===== src/rtl/bch_542_pkg.sv =====
// bch_542_pkg: shared constants, FSM state type and GF(2^10) helpers for the (542,512) BCH code.
// Provides MSG_W/PAR_W/CW_W/M, PRIM_POLY, GEN_POLY, G_LOW and lfsr_step_n(rem, data, n).
package bch_542_pkg;
    localparam int MSG_W = 512;
    localparam int PAR_W = 30;
    localparam int CW_W  = 542;
    localparam int M     = 10;
    localparam logic [M:0] PRIM_POLY = 11'h409;

    typedef enum logic [1:0] {ST_IDLE, ST_ACCUM, ST_OUT} enc_state_e;

    function automatic logic [M-1:0] gf_mul(input logic [M-1:0] a, input logic [M-1:0] b);
        logic [M-1:0] r;
        r = '0;
        for (int i = M - 1; i >= 0; i--) begin
            r = {r[M-2:0], 1'b0} ^ (r[M-1] ? PRIM_POLY[M-1:0] : '0);
            r = r ^ (b[i] ? a : '0);
        end
        return r;
    endfunction

    // Product of (x + beta^(2^k)) over the 10 conjugates; coefficients collapse to GF(2).
    function automatic logic [M:0] min_poly(input logic [M-1:0] beta);
        logic [M:0][M-1:0] p;
        logic [M-1:0]      b;
        logic [M:0]        m;
        p    = '0;
        p[0] = M'(1);
        b    = beta;
        for (int c = 0; c < M; c++) begin
            for (int j = M; j >= 1; j--)
                p[j] = p[j-1] ^ gf_mul(b, p[j]);
            p[0] = gf_mul(b, p[0]);
            b    = gf_mul(b, b);
        end
        for (int j = 0; j <= M; j++)
            m[j] = p[j][0];
        return m;
    endfunction

    function automatic logic [PAR_W:0] poly_mul(input logic [PAR_W:0] a, input logic [M:0] b);
        logic [PAR_W:0] r;
        r = '0;
        for (int i = 0; i <= M; i++)
            r = r ^ (b[i] ? (a << i) : '0);
        return r;
    endfunction

    // g(x) = m1(x) * m3(x) * m5(x); the three cyclotomic cosets are distinct, so lcm = product.
    localparam logic [PAR_W:0] GEN_POLY =
        poly_mul(poly_mul((PAR_W+1)'(min_poly(10'h002)), min_poly(10'h008)), min_poly(10'h020));
    localparam logic [PAR_W-1:0] G_LOW = GEN_POLY[PAR_W-1:0];

    // Folds data[n-1:0] (MSB first) into rem; n is constant at every call site so this unrolls.
    function automatic logic [PAR_W-1:0] lfsr_step_n(input logic [PAR_W-1:0] rem,
                                                     input logic [255:0] data, input int n);
        logic [PAR_W-1:0] r;
        logic             fb;
        r = rem;
        for (int i = 255; i >= 0; i--) begin
            if (i < n) begin
                fb = r[PAR_W-1] ^ data[i];
                r  = {r[PAR_W-2:0], 1'b0} ^ (fb ? G_LOW : '0);
            end
        end
        return r;
    endfunction
endpackage


===== src/rtl/bch_par_lfsr.sv =====
// bch_par_lfsr: combinational parallel LFSR, rem_o = (rem_i*x^BEAT_W + data_i*x^30) mod g(x).
// Ports: rem_i (current remainder), data_i (beat, MSB = highest power), rem_o (next remainder).
module bch_par_lfsr
    import bch_542_pkg::*;
#(
    parameter int BEAT_W = 128
) (
    input  logic [PAR_W-1:0]  rem_i,
    input  logic [BEAT_W-1:0] data_i,
    output logic [PAR_W-1:0]  rem_o
);
    assign rem_o = lfsr_step_n(rem_i, 256'(data_i), BEAT_W);
endmodule


===== src/rtl/bch_encoder_seq.sv =====
// bch_encoder_seq: multi-cycle systematic (542,512) BCH encoder, 128-bit beats in, one codeword out.
// Ports: clk, rst_n (async active-low), in_valid/in_ready/in_data (beats, MSB first),
//        out_valid/out_ready/out_codeword ({message, parity}), busy (state != IDLE).
// Option: BCH_ENC_ERR_INJ_EN adds err_inj_mask, sampled on the final beat and XORed into the codeword.
module bch_encoder_seq
    import bch_542_pkg::*;
#(
    parameter int BEAT_W = 128
) (
    input  logic              clk,
    input  logic              rst_n,
    input  logic              in_valid,
    output logic              in_ready,
    input  logic [BEAT_W-1:0] in_data,
    output logic              out_valid,
    input  logic              out_ready,
    output logic [CW_W-1:0]   out_codeword,
`ifdef BCH_ENC_ERR_INJ_EN
    input  logic [CW_W-1:0]   err_inj_mask,
`endif
    output logic              busy
);
    localparam int NB    = MSG_W / BEAT_W;
    localparam int CNT_W = $clog2(NB);

    enc_state_e         state_q;
    logic [CNT_W-1:0]   beat_cnt_q;
    logic [PAR_W-1:0]   rem_q, rem_d, rem_src;
    logic [MSG_W-1:0]   msg_buf_q, msg_d;
    logic [CW_W-1:0]    cw_q, cw_d, inj;
    logic               out_valid_q, last;

`ifdef BCH_ENC_ERR_INJ_EN
    assign inj = err_inj_mask;
`else
    assign inj = '0;
`endif

    // A new message starts from a zero remainder; rem_q still holds the previous parity in IDLE.
    assign rem_src = (state_q == ST_IDLE) ? '0 : rem_q;

    bch_par_lfsr #(.BEAT_W(BEAT_W)) u_lfsr (
        .rem_i  (rem_src),
        .data_i (in_data),
        .rem_o  (rem_d)
    );

    assign msg_d = {msg_buf_q[MSG_W-BEAT_W-1:0], in_data};
    assign cw_d  = {msg_d, rem_d} ^ inj;
    assign last  = (beat_cnt_q == CNT_W'(NB - 1));

    always_ff @(posedge clk or negedge rst_n) begin
        if (!rst_n) begin
            state_q     <= ST_IDLE;
            beat_cnt_q  <= '0;
            rem_q       <= '0;
            msg_buf_q   <= '0;
            cw_q        <= '0;
            out_valid_q <= 1'b0;
        end else begin
            case (state_q)
                ST_IDLE: if (in_valid) begin
                    rem_q      <= rem_d;
                    msg_buf_q  <= msg_d;
                    beat_cnt_q <= CNT_W'(1);
                    state_q    <= ST_ACCUM;
                end
                ST_ACCUM: if (in_valid) begin
                    rem_q      <= rem_d;
                    msg_buf_q  <= msg_d;
                    beat_cnt_q <= beat_cnt_q + CNT_W'(1);
                    if (last) begin
                        state_q     <= ST_OUT;
                        out_valid_q <= 1'b1;
                        cw_q        <= cw_d;
                    end
                end
                ST_OUT: if (out_ready) begin
                    state_q     <= ST_IDLE;
                    out_valid_q <= 1'b0;
                end
                default: state_q <= ST_IDLE;
            endcase
        end
    end

    assign in_ready     = (state_q != ST_OUT);
    assign busy         = (state_q != ST_IDLE);
    assign out_valid    = out_valid_q;
    assign out_codeword = cw_q;
endmodule


===== config.mk =====
export PLATFORM = sky130hd
export DESIGN_NAME = bch_encoder_seq
export DESIGN_NICKNAME = d
export VERILOG_FILES = /design/src/rtl/bch_542_pkg.sv /design/src/rtl/bch_par_lfsr.sv /design/src/rtl/bch_encoder_seq.sv
export SDC_FILE = /design/constraint.sdc
export NUM_CORES = 2
export LEC_CHECK = 0
export CAP_MARGIN = 40
export CORE_ASPECT_RATIO = 1.5
export CORE_MARGIN = 8
export CORE_UTILIZATION = 55
export DETAILED_ROUTE_END_ITERATION = 7
export DONT_BUFFER_PORTS = 1
export PLACE_DENSITY = 0.78
export SYNTH_ARGS = -nofsm -noshare
export SYNTH_HDL_FRONTEND = slang
export SYNTH_SLANG_ARGS = --single-unit

===== constraint.sdc =====
create_clock -name clk -period 15.7 [get_ports clk]
set_input_delay 3.14 -clock clk [delete_from_list [all_inputs] [get_ports clk]]
set_output_delay 3.14 -clock clk [all_outputs]
set_load 0.005 [all_outputs]

==> qor.yml <==
critical_path:
  cp.required_ns: 16.28
  timing_worst_setup_path_type: "in -> reg"
  critPathMaxFanout: 7
  endpoint_kind: "flop"
  worstPathArrival_ns: 14.99
  critPathLaunchType: "primary input"
layout:
  multi_input_area_um2: 26000
  final_net_count: 4129
  layout.area.seq_um2: 24000
  fin_cells: 5242
  area_delta_synth_final_pct: 9.01
  antenna-diode-count: 0
  drive_gt1_frac: 0.204
  fillers: 7028
clock_tree:
  cts_hold_buf: 0
  cts_made_buffers: 89
  cts_tree: "built"
  post_cts_buffers: 0
  clkLatencyLatePin_ns: 0.68
  cts_sinks: 961
  clk_pin_slew_worst_paths_ns: 0.06
  cts_resized: 0
  cts.path.max_buffers: 3
  cts_root_buf: "clkbuf_16"
  cts_max_level: 3
global_routing:
  grt_max_degree: 962
  grt_pass1_vias: 30600
  antenna_found_initial: 3
  grt_pass1_wl_um: 199000
  grt_overflow_total: 0
  grt_usage: 0.256
synth:
  netlist_area_um2: 50700
  yosys.area.top_type: "dfrtp_1"
  yosys_most_used_dff: "dfrtp_1"
  synth_cells: 4023
  synth-edff-count: 0
  mappedNetlistNets: 4156
  synth_top_area_frac: 0.474
  ys_ff_latch: 961
  synth.distinct_cells: 31
  async_flop_share: 1.00
  synth_most_common_cell: "nand2_1"
  yosys_warnings: 0
  yosysSeqAreaShare: 0.474
  synth_area_leaders: "dfrtp_1, xnor3_1, mux2_2, nand2_1, xnor2_1"
  syn_avg_cell_area_um2: 12.6
  synthTopCellsByCount: "nand2_1, dfrtp_1, mux2_2, xnor2_1, xnor3_1"
timing:
  fin_crit_ns: 14.41
  max_slew_margin: 0.0324
  setup_viol: 0
  rsz0062_at_grt: "false"
  fin_tns_setup_ns: 0
  tightest_slew_ns: 1.45
  fin_crit_sh: 0.918
  hold_violations: 0
  fin_skew_ns: 0.0211
  finalMaxSlewViolations: 0
  timing.fmax_mhz: 69.4
floorplan:
  start_util: 0.554
  rows: 136
  chipHeight_um: 388
  die_w_um: 264
  ioPinCount: 677
  design.die.area_um2: 102000
  coreArea_um2: 91500
route:
  wl_um: 133000
  num_vias: 28900
  drc: 0
  dr.max_layer_used: "met5"
  wl_met2_um: 69700
  wl_met1_um: 48000
  ant_nets: 0
  dr_wl_met3_um: 8630
  drtPass1Iterations: 5
  drt-vias-per-instance: 5.51
  drt-initial-drc-count: 1762
  wire_per_inst_um: 25.4
min_path:
  hold_path.class: "reg -> reg"
place:
  place_congestion: 0.918
  dpl.hpwl_um: 99300
  portBuffers: 0
  dp.cells: 5074
flow_run:
  drv_cap: 0
outcome:
  outcome: "finished clean"
==> worst paths after layout <==
check	start	slack, ns	cells after the start	endpoint
worst max-delay path	in_data[123]	1.29	26	rem_q[19]$_DFFE_PN0P_
worst min-delay path	msg_buf_q[340]$_DFFE_PN0P_	0.47	2	msg_buf_q[340]$_DFFE_PN0P_
worst max register to register	state_q[1]$_DFFE_PN0P_	2.93	29	rem_q[19]$_DFFE_PN0P_
worst min register to register	msg_buf_q[340]$_DFFE_PN0P_	0.47	2	msg_buf_q[340]$_DFFE_PN0P_
max in group asynchronous	rst_n	11.17	2	out_codeword[488]$_DFFE_PN0P_
min in group asynchronous	rst_n	2.16	0	out_codeword[418]$_DFFE_PN0P_
==> area by class of cell <==
class	instances	area share
Tap cell	1173	0.0266
Clock inverter	34	0.00810
Inverter	3	0.000204
Sequential cell	961	0.435
Clock buffer	130	0.0478
Timing Repair Buffer	53	0.0117
Multi-Input combinational cell	2888	0.470
==> worst max-delay path, stage by stage <==
cell and delay, ns:
xor2_2 0.37, xnor3_2 0.62, xnor3_1 0.52, xnor3_1 0.48
xnor2_2 0.23, xnor2_1 0.46, xor3_1 0.60, xnor2_2 0.46
xnor3_2 0.63, xnor2_2 0.32, xnor3_2 0.52, xnor3_2 0.58
xnor2_4 0.33, xnor3_1 0.58, xnor2_1 0.46, xnor3_2 0.44
xnor2_1 0.44, xor3_1 0.59, xnor3_4 0.60, xnor2_4 0.33
xnor3_1 0.59, xnor2_1 0.38, xnor3_2 0.41, xor2_1 0.31
xnor3_1 0.41, o21ai_1 0.15
==> cell families after synthesis <==
family,count (synthesis),synth area share
flip-flops,961,0.474
buffers and inverters,174,0.0134
AND/OR/NAND/NOR,1251,0.0932
multiplexers,512,0.114
XOR/XNOR,1052,0.298
AO/OA/AOI/OAI,72,0.00716
adder cells (fa/ha/maj),1,0.000247
==> sequential cells by signal, indices dropped and copies added (netlist names) <==
signal and cells:
out_valid 1, state_q 2, msg_buf_q 384, beat_cnt_q 2, rem_q 30, out_codeword 542
==> placed cells by master, fill, tap and decap left out, types with 17 or more instances in the layout <==
master     synthesis  routed
xnor2_1          447     447
clkbuf_8           0      22
buf_4              4      38
xor2_1           162     162
nand2_1         1223    1223
o21ai_1           26      26
mux2_2           512     512
o21ai_0           45      45
xor3_1            49      49
xnor3_2           31      31
xnor2_2           44      44
clkbuf_1         154      17
dfrtp_1          961     961
clkbuf_16          0      91
xnor3_1          285     285
==> routing by layer <==
layer  GRT usage  vias to the layer above
met5           0                        -
met2       0.455                      890
met4       0.118                        4
li1            -                    13100
met3      0.0629                      302
met1       0.287                    14600
==> through the flow <==
step           setup slack (ns)  hold slack [ns]  instance area (um^2)   util
2_1_floorplan              2.01            0.442                 50700      -
3_3_place_gp              0.527            0.454                 51900  0.567
3_5_place_dp              0.610            0.459                 52100  0.569
4_1_cts                    1.30            0.474                 55200  0.603
5_1_grt                   0.875            0.488                 55300  0.604
6_report                   1.29            0.469                 55300  0.604
Power is left out: the tool's default activity adds up to more than one toggle a clock period on the data nets, which glitch-free logic cannot reach.
